[src/rtl/usbbootrom_arbiter.sv]
// usbbootrom_arbiter: two-port read arbiter and sequencer for the USB boot ROM macro.
// Build option: define USBBOOTROM_ARB_FIXED_PRIO_EN for fixed port-0 priority (no round-robin pointer).
module usbbootrom_arbiter #(
  parameter int ADDR_WIDTH = 17,
  parameter int DATA_WIDTH = 32,
  parameter int ROM_DEPTH  = 73728
) (
  input  logic                  clock,
  input  logic                  reset,
  input  logic                  p0_req_valid,
  output logic                  p0_req_ready,
  input  logic [ADDR_WIDTH-1:0] p0_req_addr,
  output logic                  p0_rsp_valid,
  input  logic                  p0_rsp_ready,
  output logic [DATA_WIDTH-1:0] p0_rsp_data,
  output logic                  p0_rsp_err,
  input  logic                  p1_req_valid,
  output logic                  p1_req_ready,
  input  logic [ADDR_WIDTH-1:0] p1_req_addr,
  output logic                  p1_rsp_valid,
  input  logic                  p1_rsp_ready,
  output logic [DATA_WIDTH-1:0] p1_rsp_data,
  output logic                  p1_rsp_err,
  output logic                  rom_me,
  output logic                  rom_oe,
  output logic [ADDR_WIDTH-1:0] rom_address,
  input  logic [DATA_WIDTH-1:0] rom_q
);

  // state | meaning
  // IDLE  | no transaction; grant is combinational from req_valids
  // READ  | rom_me high with the latched address
  // DATA  | rom_oe high, rom_q captured into response register
  // RESP  | response presented to owner until its rsp_ready
  localparam logic [1:0] IDLE = 2'd0;
  localparam logic [1:0] READ = 2'd1;
  localparam logic [1:0] DATA = 2'd2;
  localparam logic [1:0] RESP = 2'd3;

  localparam logic [ADDR_WIDTH:0] DEPTH_LIMIT = (ADDR_WIDTH+1)'(ROM_DEPTH);

  logic [1:0]            state_q, state_d;
  logic                  owner_q, owner_d;
  logic [ADDR_WIDTH-1:0] addr_q, addr_d;
  logic [DATA_WIDTH-1:0] data_q, data_d;
  logic                  err_q, err_d;

  logic                  gnt0, gnt1, accept, in_range, idle, resp;
  logic [ADDR_WIDTH-1:0] sel_addr;

`ifdef USBBOOTROM_ARB_FIXED_PRIO_EN
  assign gnt1 = p1_req_valid && !p0_req_valid;
`else
  logic ptr_q, ptr_d;

  // A lone requester always wins; the pointer only breaks ties.
  assign gnt1 = p1_req_valid && (!p0_req_valid || ptr_q);

  always_comb begin
    ptr_d = ptr_q;
    if (accept) ptr_d = !gnt1;
  end

  always_ff @(posedge clock) begin
    if (reset) ptr_q <= 1'b0;
    else       ptr_q <= ptr_d;
  end
`endif

  assign gnt0     = p0_req_valid && !gnt1;
  assign idle     = (state_q == IDLE);
  assign resp     = (state_q == RESP);
  assign accept   = idle && (gnt0 || gnt1);
  assign sel_addr = gnt1 ? p1_req_addr : p0_req_addr;
  assign in_range = ({1'b0, sel_addr} < DEPTH_LIMIT);

  always_comb begin
    state_d = state_q;
    owner_d = owner_q;
    addr_d  = addr_q;
    data_d  = data_q;
    err_d   = err_q;
    case (state_q)
      IDLE: begin
        if (accept) begin
          owner_d = gnt1;
          addr_d  = sel_addr;
          if (in_range) begin
            state_d = READ;
          end else begin
            data_d  = '0;
            err_d   = 1'b1;
            state_d = RESP;
          end
        end
      end
      READ: state_d = DATA;
      DATA: begin
        data_d  = rom_q;
        err_d   = 1'b0;
        state_d = RESP;
      end
      RESP: begin
        if (owner_q ? p1_rsp_ready : p0_rsp_ready) state_d = IDLE;
      end
      default: state_d = IDLE;
    endcase
  end

  always_ff @(posedge clock) begin
    if (reset) begin
      state_q <= IDLE;
      owner_q <= 1'b0;
      addr_q  <= '0;
      data_q  <= '0;
      err_q   <= 1'b0;
    end else begin
      state_q <= state_d;
      owner_q <= owner_d;
      addr_q  <= addr_d;
      data_q  <= data_d;
      err_q   <= err_d;
    end
  end

  assign p0_req_ready = idle && gnt0;
  assign p1_req_ready = idle && gnt1;

  assign p0_rsp_valid = resp && !owner_q;
  assign p1_rsp_valid = resp && owner_q;
  assign p0_rsp_data  = p0_rsp_valid ? data_q : '0;
  assign p1_rsp_data  = p1_rsp_valid ? data_q : '0;
  assign p0_rsp_err   = p0_rsp_valid && err_q;
  assign p1_rsp_err   = p1_rsp_valid && err_q;

  assign rom_me      = (state_q == READ);
  assign rom_oe      = (state_q == DATA);
  assign rom_address = addr_q;

endmodule

[config.mk]
export PLATFORM = sky130hd
export DESIGN_NAME = usbbootrom_arbiter
export DESIGN_NICKNAME = d
export VERILOG_FILES = /design/src/rtl/usbbootrom_arbiter.sv
export SDC_FILE = /design/constraint.sdc
export NUM_CORES = 1
export LEC_CHECK = 0
export CAP_MARGIN = 10
export CORE_ASPECT_RATIO = 1.2
export CORE_MARGIN = 2
export CORE_UTILIZATION = 25
export CTS_CLUSTER_DIAMETER = 120
export CTS_CLUSTER_SIZE = 40
export DETAILED_ROUTE_END_ITERATION = 7
export PLACE_DENSITY = 0.54
export SLEW_MARGIN = 10
export SYNTH_ARGS = -nofsm -noshare
export SYNTH_HDL_FRONTEND = slang
export SYNTH_SLANG_ARGS = --single-unit
[constraint.sdc]
create_clock -name clock -period 1.9 [get_ports clock]
set_clock_uncertainty 0.2 [all_clocks]
set_input_delay 0.38 -clock clock [delete_from_list [all_inputs] [get_ports clock]]
set_output_delay 0.38 -clock clock [all_outputs]
set_load 0.05 [all_outputs]
# Yosys cells after proc, flatten, opt, wreduce, memory -nomap -nowiden
# Cells that the tools add are included.
[word_totals]
in_bits = 72
regBits = 54
wordCells = 46
[classes]
reduce_logical = 19
order_cmp = 1
n_eq_ne = 6
muxes = 14
[op_table]
columns = ["cell", "n"]
rows = [
  ["$mux 32", 4],
  ["$pmux 32 s2", 1],
  ["$lt 17x17->1 const B", 1],
  ["$mux 17", 1],
  ["$logic_and 1x1->1", 9],
  ["$pmux 2 s4", 1],
  ["$mux 2", 3],
  ["$eq 2x2->1 const B", 2],
  ["$ne 2x2->1 const B", 2],
  ["$reduce_and 2->1", 2],
  ["$logic_not 1->1", 3],
  ["$mux 1", 3],
  ["$reduce_and 3->1", 1],
  ["$eq 2x1->1 const B", 1],
  ["$logic_not 2->1", 1],
  ["$logic_or 1x1->1", 2],
  ["$ne 2x1->1 const B", 1],
  ["$pmux 1 s2", 1],
  ["$reduce_bool 2->1", 1],
]

# Logic depth before layout (Yosys ltp)
# Gate-level depths: netlist of the first run.
[depth]
word_depth = 9
mapped_depth = 8
depth_no_buf = 6

# Worst setup path before layout of the first run
# Ideal clock, no wire load.
[synth_timing]
kind = "reg-to-output"
start = "reg state_q[1]"
end = "out p0_rsp_data[22]"
n_path_buf = 1
stages_incl_launch_ff = 5
t_required_ns = 1.320
arrival_ns = 2.010
slack_ns = -0.690
path_cell_list = "dfxtp_1 -> ha_1 -> nor2b_1 -> clkbuf_1 -> and2_1"
[synth_via]
elab_chain_len = 3
[synth_rtl]
columns = ["item", "line_no", "source"]
rows = [
  ["start, declared", "42", "logic [1:0] state_q, state_d;"],
  ["start signal, assigned", "118", "state_q <= state_d;"],
  ["$eq 2x2->1", "72", "assign resp = (state_q == RESP);"],
  ["$logic_and 1x1->1", "129", "assign p0_rsp_valid = resp && !owner_q;"],
  ["named net p0_rsp_valid", "13", "output logic p0_rsp_valid,"],
  ["$mux 32", "131", "assign p0_rsp_data = p0_rsp_valid ? data_q : '0;"],
  ["end, declared", "15", "output logic [DATA_WIDTH-1:0] p0_rsp_data,"],
]
# The timed path passes the listed nets, and every way through them passes these cells.

# Worst setup path in the final report of the first run
[layout_timing]
start = "reg state_q[1]"
end = "out p0_rsp_data[2]"
[layout_via]
elab_chain_len = 3
[layout_rtl]
columns = ["item", "line_no"]
rows = [
  ["$eq 2x2->1", "72"],
  ["$logic_and 1x1->1", "129"],
  ["$mux 32", "131"],
]
# No other way between the ends.

==> key figures, run 1 <==
Run status
  • Run status: finished with violations
  • Violated checks: setup timing

STA
  • Setup ws final: -0.213 ns
  • Peak Freq: 473 MHz
  • Setup total negative slack: -11.54 ns
  • Slew HR: 73.6%
  • Setup repair after global routing missed its margin: yes
  • Max Slew Vio Count: 0
  • Final setup vio count: 77
  • Fin crit period: 2.11 ns
  • Worst-Margin Slew: 0.396 ns
  • Fin. Hold Viols: 0
  • Fin crit share: 111%

Detailed routing
  • Drt pass-1 iters: 4
  • Initial DRC Count: 102
  • Wire length on met3: 718 um
  • M1 WL: 4240 um
  • DR DRC count: 0
  • Vias: 3420
  • Highest routed layer: met4
  • WL final: 11800 um
  • Length of routed met2 wiring: 6470 um
  • Vias/cell: 4.98
  • Avg WL per Cell: 17.2 um
  • Final ANT Viol Nets: 0

Cells and area
  • Nets: 609
  • Number of fillers in the final layout: 987
  • Final core occ: 57.1%
  • Share of cells above drive strength 1: 46.0%
  • # diodes: 0
  • Layout area overhead: 121%
  • Multi-input logic area: 1880 um^2
  • Sequential standard cell area: 1090 um^2

Yosys
  • Synth unique cells: 35
  • Cells after Synth: 347
  • Post-synth top cells: 54 x dfxtp_1, 48 x a21oi_1, 35 x and2_1, 35 x nand3_1, 33 x and3_1
  • Post-synth net total: 423
  • #FFs+latches synth: 54
  • Sequential-to-total area share from yosys stat: 37.8%
  • Avg Inst Size Synth: 8.24 um^2
  • Mapped cell area: 2860 um^2
  • Most used DFF post-synth: dfxtp_1
  • Synth warn: 0
  • Ys async rst share: 0%
  • Number of synthesized flops with an enable pin: 0
  • Yosys top cell area share: 37.8%
  • Ranking of synthesized cells by area: dfxtp_1 38%, a21oi_1 8.4%, o211ai_1 8.4%
  • Most frequent cell after synthesis: dfxtp_1
  • Leading area contributor after synthesis: dfxtp_1

Worst setup path
  • Crit start category: flip-flop
  • Flop-to-flop setup slack: -0.01 ns
  • CP max FO: 8
  • CP arrival: 1.53 ns
  • Crit path to: p0_rsp_data[2]
  • CP Class: flip-flop to primary output
  • Worst r2r path cells: 8
  • Setup crit end kind: primary output
  • Critical Path Start: state_q[1]$_SDFFE_PP0P_
  • R2r endpoint: data_q[21]$_SDFFE_PP0P_
  • Reg-to-Reg Start: state_q[1]$_SDFFE_PP0P_
  • Critical Path RT: 1.32 ns

Placed design
  • Final Wtd Congestion: 0.751
  • Detailed Place HPWL: 8050 um
  • Port bufs: 160

GRT
  • Via count of the first global-routing pass: 3588
  • Pin count of the biggest net entering global routing: 21
  • GRT Resource Usage Total: 19.1%
  • Initial antenna violation count: 0
  • First-pass GRT wire length: 18400 um
  • GR Overflow Total: 0

Clock tree
  • CTS tree: built
  • Clock Sink Count: 54
  • CTS Root Cell: clkbuf_16
  • Clock latency on the worst-skew pair: 0.30 ns
  • H-tree depth: 2
  • Number of buffers created by CTS: 5
  • CTS Hold Buffers Added: 0
  • Clk buf depth: 2
  • Clock-pin slew on the worst setup and hold paths: 0.07 ns

Floorplanning
  • Initial Util: 25.8%
  • Core box area: 11100 um^2
  • Die width: 102 um
  • Boundary Pins: 161
  • Die height: 121 um
  • Rows: 42
  • Die ar.: 12300 um^2

Power
  • VDD IR-drop max: 0.000723 V
  • Leakage: 2.42 nW
  • PwrDens: 963 nW/um^2

Run
  • Max-cap violation count: 0

Min path
  • Tightest Hold Check Type: primary input to flip-flop
[where the power goes]
part | switching [mW] | internal [mW] | leakage (nW) | total, mW
clock | 0.422 | 0.478 | 0.0694 | 0.900
sequential | 0.188 | 1.39 | 0.442 | 1.57
combinational | 1.97 | 1.65 | 1.91 | 3.62
total | 2.58 | 3.51 | 2.42 | 6.09
[through the flow]
step / std cells / setup slack, ns / total power, mW / cell area (um^2) / hold slack [ns]
after CTS: 684 / -0.212 / 6.05 / 6270 / 0.273
final: 687 / -0.213 / 6.09 / 6330 / 0.277
after global routing: 687 / -0.287 / 6.43 / 6330 / 0.291
after global placement: 660 / -0.361 / 4.53 / 5560 / 0.257
after detailed placement: 660 / -0.374 / 4.59 / 5560 / 0.266
after floorplan: 347 / -0.0537 / 3.32 / 2940 / 0.248
[metal layers]
metal	global-route usage, %	vias up
li1	-	1638
met1	20.2	1622
met2	35.2	134
met3	5.24	26
met4	7.69	0
met5	0	-
[how the worst min path moves through the flow]
stage | start | end | slack, ns | depth (start not counted)
after detailed placement | data_q[17]$_SDFFE_PP0P_ | data_q[17]$_SDFFE_PP0P_ | 0.27 | 2
after floorplan | data_q[14]$_SDFFE_PP0P_ | data_q[14]$_SDFFE_PP0P_ | 0.25 | 2
after global placement | data_q[15]$_SDFFE_PP0P_ | data_q[15]$_SDFFE_PP0P_ | 0.26 | 2
after CTS | reset | owner_q$_SDFFE_PP0P_ | 0.27 | 2
final | reset | owner_q$_SDFFE_PP0P_ | 0.28 | 2
after global routing | reset | ptr_q$_SDFFE_PP0P_ | 0.29 | 2
[cells by family (layout without fill, tap and decap cells)]
| logic type | count (synthesis) | count (layout) | share of synthesized area, % |
|---|---|---|---|
| multiplexers | 1 | 1 | 0.350 |
| AO/OA/AOI/OAI | 108 | 108 | 26.1 |
| adder cells (fa/ha/maj) | 4 | 4 | 1.75 |
| buffers and inverters | 41 | 227 | 7.57 |
| AND/OR/NAND/NOR | 139 | 139 | 26.4 |
| flip-flops | 54 | 54 | 37.8 |
[cell type report]
type                    count  area share, %
clock buffers               5           1.98
clock inverters             2          0.158
inverters                   3          0.237
multi-input cells         252           29.7
flip-flops and latches     54           17.2
well taps                 154           3.05
repair buffers            217           47.6
[worst max-delay path, cell delays in order, from the launching register on]
cell	delay, ns
dfxtp_4	0.37
ha_4	0.13
nor2b_4	0.19
buf_12	0.14
buf_12	0.12
and2_4	0.15
buf_12	0.13
[cell usage in the layout, fill, tap and decap left out, types with 2 or more instances in the layout]
| cell type | netlist | routed |
|---|---|---|
| a21oi_1 | 48 | 44 |
| a21oi_2 | 1 | 4 |
| a22oi_1 | 14 | 14 |
| a311oi_1 | 3 | 3 |
| and2_4 | 0 | 35 |
| and3_4 | 0 | 32 |
| buf_12 | 0 | 84 |
| buf_16 | 0 | 3 |
| buf_4 | 2 | 46 |
| buf_6 | 6 | 9 |
| bufbuf_16 | 0 | 2 |
| clkbuf_16 | 0 | 6 |
| clkdlybuf4s50_1 | 0 | 62 |
| clkinv_2 | 0 | 2 |
| dfxtp_1 | 54 | 51 |
| dfxtp_4 | 0 | 2 |
| dlygate4sd2_1 | 0 | 8 |
| ha_4 | 0 | 2 |
| nand2_1 | 20 | 20 |
| nand3_1 | 35 | 34 |
| nor2_1 | 10 | 10 |
| o211ai_1 | 32 | 32 |
[what timing repair did]
| item | in CTS | in global routing |
|---|---|---|
| endpoints found under the hold margin | 0 | 0 |
| buffers inserted | 11 | 2 |
| setup endpoints to repair | 102 | 94 |
| pin swaps | 25 | 6 |
| cloned | 6 | 2 |
| gates resized for setup | 91 | 12 |
[sequential cells by signal (all words and copies together), names as in the netlist]
signal / cells
data_q: 32
rom_address: 17
state_q: 2
err_q: 1
owner_q: 1
ptr_q: 1
Note: power is estimated with default switching activity, not from simulation.
==> run 2: changes to the inputs <==
--- a/config.mk
+++ b/config.mk
@@ -13,6 +13,7 @@
 export CTS_CLUSTER_SIZE = 40
 export DETAILED_ROUTE_END_ITERATION = 7
 export PLACE_DENSITY = 0.54
+export SETUP_SLACK_MARGIN = 0.2
 export SLEW_MARGIN = 10
 export SYNTH_ARGS = -nofsm -noshare
 export SYNTH_HDL_FRONTEND = slang
==> run 2 against run 1 <==
  * Clock power increased by 4.2%
  * Worst hold slack improved by 0.0051 ns
  * Non-clock buffer count rose by 22
  * Sequential share of layout area fell by 1.3 points
  * Fmax increased by 0.85%
  * Flip-flop and latch count did not move
  * Critical endpoint is now p0_rsp_data[1]
  * Power rose by 14%
  * Wire length rose by 4.3%
  * Design area rose by 8.0%
  * The run still ends with setup timing left
  * Sequential power is essentially flat
  * Clock-buffer cell count stayed put
==> key figures, run 2 (synthesized netlist as in run 1, its figures left out) <==
STA
  • Max Slew Vio Count: 0 (unchanged)
  • Peak Freq: 477 MHz (+0.85%)
  • Fin crit share: 110% (-0.94 points)
  • Fin. Hold Viols: 0 (unchanged)
  • Setup ws final: -0.196 ns (+0.0179 ns)
  • Setup total negative slack: -11.26 ns (+0.284 ns)
  • Fin Hold WS: 0.282 ns (+0.00511 ns)
  • Slew HR: 69.2% (-4.3 points)
  • Worst-Margin Slew: 0.461 ns (+0.0651 ns)
  • Fin crit period: 2.10 ns (-0.0179 ns)
  • Final setup vio count: 95 (+23%)
  • Setup repair after global routing missed its margin: yes

Worst setup path
  • Crit start category: flip-flop
  • R2r endpoint: data_q[1]$_SDFFE_PP0P_
  • Reg-to-Reg Start: ptr_q$_SDFFE_PP0P_
  • CP arrival: 1.52 ns (about the same)
  • Critical Path RT: 1.32 ns (about the same)
  • Max incr delay on CP: 0.36 ns (about the same)
  • Flop-to-flop setup slack: -0.11 ns (-0.10 ns)
  • Crit path to: p0_rsp_data[1]
  • Top cell by count, worst path: buf_12
  • CP Class: flip-flop to primary output
  • Crit-path cells: ha_4, nor2b_4, buf_6, buf_12, and2_4, buf_12
  • Worst r2r path cells: 9 (+1)
  • Setup crit end kind: primary output
  • CP max FO: 7 (-1)
  • CP max stage cell: dfxtp_4
  • Critical Path Start: state_q[1]$_SDFFE_PP0P_

Cells and area
  • Commonest non-fill, non-tap cells in the layout: 88 x buf_12, 63 x clkdlybuf4s50_1, 57 x buf_4
  • Layout area overhead: 139%
  • Nets: 631 (+3.6%)
  • Number of fillers in the final layout: 884 (-10%)
  • Share of cells above drive strength 1: 54.3% (+8.4 points)
  • Commonest non-fill, non-tap cell in the layout: buf_12
  • Max FFs per register: 32 (unchanged)
  • Design Area, Final: 6830 um^2 (+8.0%)
  • Top reg by flops: data_q
  • # diodes: 0 (unchanged)
  • Final core occ: 61.6% (+4.6 points)
  • Non-Filler Instances: 710 (+3.3%)

Clock tree
  • Clock Sink Count: 54 (unchanged)
  • CTS tree: built
  • Clock-pin slew on the worst setup and hold paths: 0.07 ns (about the same)
  • CTS Root Cell: clkbuf_16
  • Number of buffers created by CTS: 5 (unchanged)
  • Clk buf depth: 2 (unchanged)
  • H-tree depth: 2 (unchanged)
  • Clock latency on the worst-skew pair: 0.30 ns (about the same)

Power
  • Leakage: 2.61 nW (+7.9%)
  • PwrDens: 1020 nW/um^2 (+5.8%)
  • VDD IR-drop max: 0.000742 V (+2.6%)
  • Power Total: 6.96 mW (+14%)

Run status
  • Run status: finished with violations
  • Violated checks: setup timing

Detailed routing
  • WL final: 12300 um (+4.3%)
  • DR DRC count: 0 (unchanged)
  • Initial DRC Count: 167 (+64%)
  • Avg WL per Cell: 17.3 um (+0.92%)
  • Final ANT Viol Nets: 0 (unchanged)
  • Vias: 3470 (+1.5%)
  • Vias/cell: 4.89 (-1.8%)
  • Drt pass-1 iters: 4 (unchanged)

Placed design
  • Total placed cells including tap cells: 654 (-0.91%)
  • Final Wtd Congestion: 0.743 (-1.0%)
  • Dpl ws: -0.382 ns (-0.00799 ns)
  • Port bufs: 160 (unchanged)
  • Detailed Place HPWL: 7880 um (-2.2%)
  • Placed cell areas: 5700 um^2 (+2.4%)

Floorplanning
  • Die ar.: 12300 um^2 (unchanged)
  • Rows: 42 (unchanged)
  • Initial Util: 25.8% (unchanged)
  • Core box area: 11100 um^2 (unchanged)
  • Die height: 121 um (unchanged)
  • Boundary Pins: 161 (unchanged)
  • Die width: 102 um (unchanged)

Run
  • Max-cap violation count: 0 (unchanged)

GRT
  • First-pass GRT wire length: 18900 um (+2.7%)
  • Via count of the first global-routing pass: 3527 (-1.7%)
  • GRT Resource Usage Total: 19.7% (+0.52 points)
  • Pin count of the biggest net entering global routing: 37 (+76%)
  • GR Overflow Total: 0 (unchanged)
  • Initial antenna violation count: 0 (unchanged)

Min path
  • Tightest Hold Check Type: flip-flop to flip-flop
[run 2: worst max-delay path: cells and delay by family (launching register included)]
kind,cells,cell delay [ns]
buffers and inverters,3,0.41
adders and majority gates,1,0.16
DFF,1,0.36
and+or+nand+nor,2,0.29
[run 2: final cells by class]
| type | count | area [um^2] | area share, % |
|---|---|---|---|
| timing repair buffer | 239 | 3330 | 48.8 |
| multi-input combinational | 252 | 2050 | 30.0 |
| clock buffer | 5 | 125 | 1.83 |
| inverter | 3 | 21.3 | 0.311 |
| sequential | 54 | 1090 | 15.9 |
| tap | 154 | 193 | 2.82 |
| clock inverter | 3 | 21.3 | 0.311 |
[run 2: worst min path at each step]
stage | from | slack [ns] | to | depth (start not counted)
4_1_cts | data_q[18]$_SDFFE_PP0P_ | 0.28 | data_q[18]$_SDFFE_PP0P_ | 2
2_1_floorplan | data_q[31]$_SDFFE_PP0P_ | 0.25 | data_q[31]$_SDFFE_PP0P_ | 2
6_report | data_q[4]$_SDFFE_PP0P_ | 0.28 | data_q[4]$_SDFFE_PP0P_ | 2
3_3_place_gp | data_q[18]$_SDFFE_PP0P_ | 0.26 | data_q[18]$_SDFFE_PP0P_ | 2
3_5_place_dp | data_q[18]$_SDFFE_PP0P_ | 0.27 | data_q[18]$_SDFFE_PP0P_ | 2
5_1_grt | data_q[12]$_SDFFE_PP0P_ | 0.30 | data_q[12]$_SDFFE_PP0P_ | 2
[run 2: layer usage]
| metal | GRT usage [%] | share of wire (%) | up-vias |
|---|---|---|---|
| met4 | 3.89 | 1.4 | 0 |
| met1 | 22.6 | 38 | 1659 |
| met3 | 4.44 | 5.2 | 13 |
| met2 | 36.6 | 55 | 111 |
| met5 | 0 | 0 | - |
| li1 | - | - | 1687 |
[run 2: power breakdown]
group / internal, mW / switching [mW]
logic: 2.18 / 2.26
registers: 1.38 / 0.193
clock network: 0.490 / 0.449
[run 2: what timing repair did]
item	CTS	global route
buffers inserted	30	7
endpoints found under the setup margin	123	126
resized for setup	86	25
gates cloned	11	0
pin swaps	39	21
hold buffers	0	0
==> run 3: changes to the inputs <==
--- a/config.mk
+++ b/config.mk
@@ -12,7 +12,7 @@
 export CTS_CLUSTER_DIAMETER = 120
 export CTS_CLUSTER_SIZE = 40
 export DETAILED_ROUTE_END_ITERATION = 7
-export PLACE_DENSITY = 0.54
+export PLACE_DENSITY = 0.52
 export SETUP_SLACK_MARGIN = 0.2
 export SLEW_MARGIN = 10
 export SYNTH_ARGS = -nofsm -noshare
==> constraint.sdc (replaced) <==
create_clock -name clock -period 2.7 [get_ports clock]
set_clock_uncertainty 0.2 [all_clocks]
set_input_delay 0.27 -clock clock [delete_from_list [all_inputs] [get_ports clock]]
set_output_delay 0.27 -clock clock [all_outputs]
set_load 0.05 [all_outputs]
==> run 3 against run 2 <==
  * The run now ends clean
  * First-iteration DRC count shrank 19%
  * Design area fell by 20%
  * Clock power down 21%
  * Wire length fell by 17%
  * Via count down 9.6%
  * Sequential power is 31% lower
  * Worst setup slack better by 0.56 ns
  * Flip-flop and latch count stayed put
  * Critical endpoint is now p1_req_ready
==> key figures, run 3 (synthesized netlist as in run 1, its figures left out) <==
Power
  • Clk pwr share: 20.1% (+6.6 points)
  • PwrDens: 675 nW/um^2 (-34%)
  • VDD IR-drop max: 0.000456 V (-39%)
  • Combinational power share: 50.4% (-14 points)
  • Sequential fraction of design power: 29.5% (+6.8 points)
  • Internal: 2.08 mW (-49%)
  • Leakage: 2.08 nW (-20%)
  • Sw power: 1.60 mW (-45%)
  • Switching share of power: 43.5% (+1.8 points)

GRT
  • Initial antenna violation count: 0 (unchanged)
  • GR Overflow Total: 0 (unchanged)
  • Via count of the first global-routing pass: 3099 (-12%)
  • First-pass GRT wire length: 16300 um (-14%)
  • Pin count of the biggest net entering global routing: 36 (-2.7%)
  • Global Route met3 Usage: 4.55% (+0.12 points)
  • GRT Resource Usage Total: 16.8% (-2.9 points)
  • Top Usage Layer GRT: met2
  • Grt met1 use: 20.7% (-1.8 points)
  • Met2 global-route usage: 28.7% (-7.9 points)

Cells and area
  • Share of cells above drive strength 1: 21.3% (-33 points)
  • Commonest non-fill, non-tap cell in the layout: clkdlybuf4s50_1
  • # diodes: 0 (unchanged)
  • Top reg by flops: data_q
  • Layout area overhead: 91.0%
  • Final core occ: 49.2% (-12 points)
  • Commonest non-fill, non-tap cells in the layout: 88 x clkdlybuf4s50_1, 72 x buf_12, 54 x dfxtp_1
  • Nets: 568 (-10%)
  • Number of fillers in the final layout: 1069 (+21%)
  • Max FFs per register: 32 (unchanged)

Worst setup path
  • CP arrival: 1.87 ns (+0.35 ns)
  • Setup crit end kind: primary output
  • CP Class: flip-flop to primary output
  • Worst r2r path cells: 6 (-3)
  • Critical Path RT: 2.23 ns (+0.91 ns)
  • Crit start category: flip-flop
  • Critical Path Start: state_q[0]$_SDFFE_PP0P_
  • CP max FO: 18 (+11)
  • Reg-to-Reg Start: state_q[0]$_SDFFE_PP0P_

Placed design
  • Port bufs: 160 (unchanged)
  • Detailed Place HPWL: 7470 um (-5.1%)
  • Final Wtd Congestion: 0.710 (-4.4%)

STA
  • Fin crit period: 2.34 ns
  • Slew HR: 23.2% (-46 points)
  • Worst-Margin Slew: 1.14 ns (+0.682 ns)
  • Setup total negative slack: 0 ns (+11.26 ns)
  • Fin. Hold Viols: 0 (unchanged)
  • Setup repair after global routing missed its margin: no
  • Final setup vio count: 0 (-100%)
  • Max Slew Vio Count: 0 (unchanged)
  • Peak Freq: 428 MHz
  • Fin crit share: 86.6%

Floorplanning
  • Rows: 42 (unchanged)
  • Die width: 102 um (unchanged)
  • Die ar.: 12300 um^2 (unchanged)
  • Initial Util: 25.8% (unchanged)
  • Die height: 121 um (unchanged)
  • Core box area: 11100 um^2 (unchanged)
  • Boundary Pins: 161 (unchanged)

Detailed routing
  • WL final: 10200 um (-17%)
  • DR DRC count: 0 (unchanged)
  • Avg WL per Cell: 15.8 um (-8.9%)
  • Vias/cell: 4.85 (-0.76%)
  • Vias: 3138 (-9.6%)
  • Initial DRC Count: 136 (-19%)
  • Final ANT Viol Nets: 0 (unchanged)
  • Drt pass-1 iters: 4 (unchanged)

Min path
  • Hold Crit Start: reset
  • Hold path cells: 2 (unchanged)
  • Tightest Hold Check Type: primary input to flip-flop

Clock tree
  • Clock-pin slew on the worst setup and hold paths: 0.07 ns (about the same)
  • Clock latency on the worst-skew pair: 0.30 ns (about the same)
  • CTS tree: built
  • Number of buffers created by CTS: 5 (unchanged)
  • Clock Sink Count: 54 (unchanged)
  • H-tree depth: 2 (unchanged)
  • Clk buf depth: 2 (unchanged)
  • CTS Root Cell: clkbuf_16

Run
  • Max-cap violation count: 0 (unchanged)

Run status
  • Run status: finished clean
[run 3: cell types whose count changed in the layout (fill, tap and decap cells not counted), sizes merged]
cell,before,now
buf,168,88
clkdlybuf4s15,1,0
clkdlybuf4s50,63,88
bufbuf,1,0
clkinv,3,1
dlygate4sd2,5,0
bufinv,0,1
[run 3: area by class of cell]
type                       instances  area (um^2)  share of cell area [%]
timing repair buffer             176         2440                    44.7
inverter                           3         11.3                   0.206
clock buffer                       6          129                    2.36
tap                              154          193                    3.53
multi-input combinational        252         1570                    28.7
sequential                        54         1080                    19.8
clock inverter                     2         37.5                   0.687
[run 3: timing repair]
action / 4_1_cts / 5_1_grt
buffers inserted: 0 / 0
setup endpoints to repair: 0 / 15
hold buffers: 0 / 0
gates resized for setup: 0 / 1
[run 3: through the flow]
step	instances	setup slack, ns	power (mW)	area (um^2)	hold slack [ns]
after floorplan	347	0.220	2.30	2860	0.206
after global placement	639	0.222	2.96	5290	0.259
after detailed placement	639	0.194	2.97	5290	0.267
after CTS	647	0.238	3.73	5460	0.224
after global routing	647	0.236	3.93	5460	0.256
final	647	0.362	3.69	5460	0.219
[run 3: path summary, 6_finish.rpt]
check / to / slack (ns)
setup / recovery: p1_req_ready / 0.36
hold / removal: ptr_q$_SDFFE_PP0P_ / 0.22
setup reg to reg: rom_address[2]$_SDFFE_PP0P_ / 0.63
hold reg to reg: data_q[15]$_SDFFE_PP0P_ / 0.28
[run 3: critical path, stage by stage (launching register included)]
cell	delay, ns
dfxtp_1	0.33
inv_1	0.10
ha_1	0.15
buf_4	0.18
clkinv_1	0.09
buf_4	0.21
nor2_2	0.12
buf_4	0.22
buf_12	0.16
[run 3: metal layers]
layer / up-vias / part of all wire, %
li1: 1538 / -
met1: 1473 / 42
met2: 120 / 51
met3: 7 / 6.4
met4: 0 / 1.1
met5: - / 0
[run 3: power by group through the flow]
stage | clock [mW] | sequential, mW | combinational, mW
4_1_cts | 0.764 | 1.09 | 1.87
3_5_place_dp | 0 | 1.11 | 1.87
5_1_grt | 0.798 | 1.11 | 2.01
6_report | 0.741 | 1.09 | 1.86
3_3_place_gp | 0 | 1.10 | 1.86
2_1_floorplan | 0 | 1.29 | 1.01
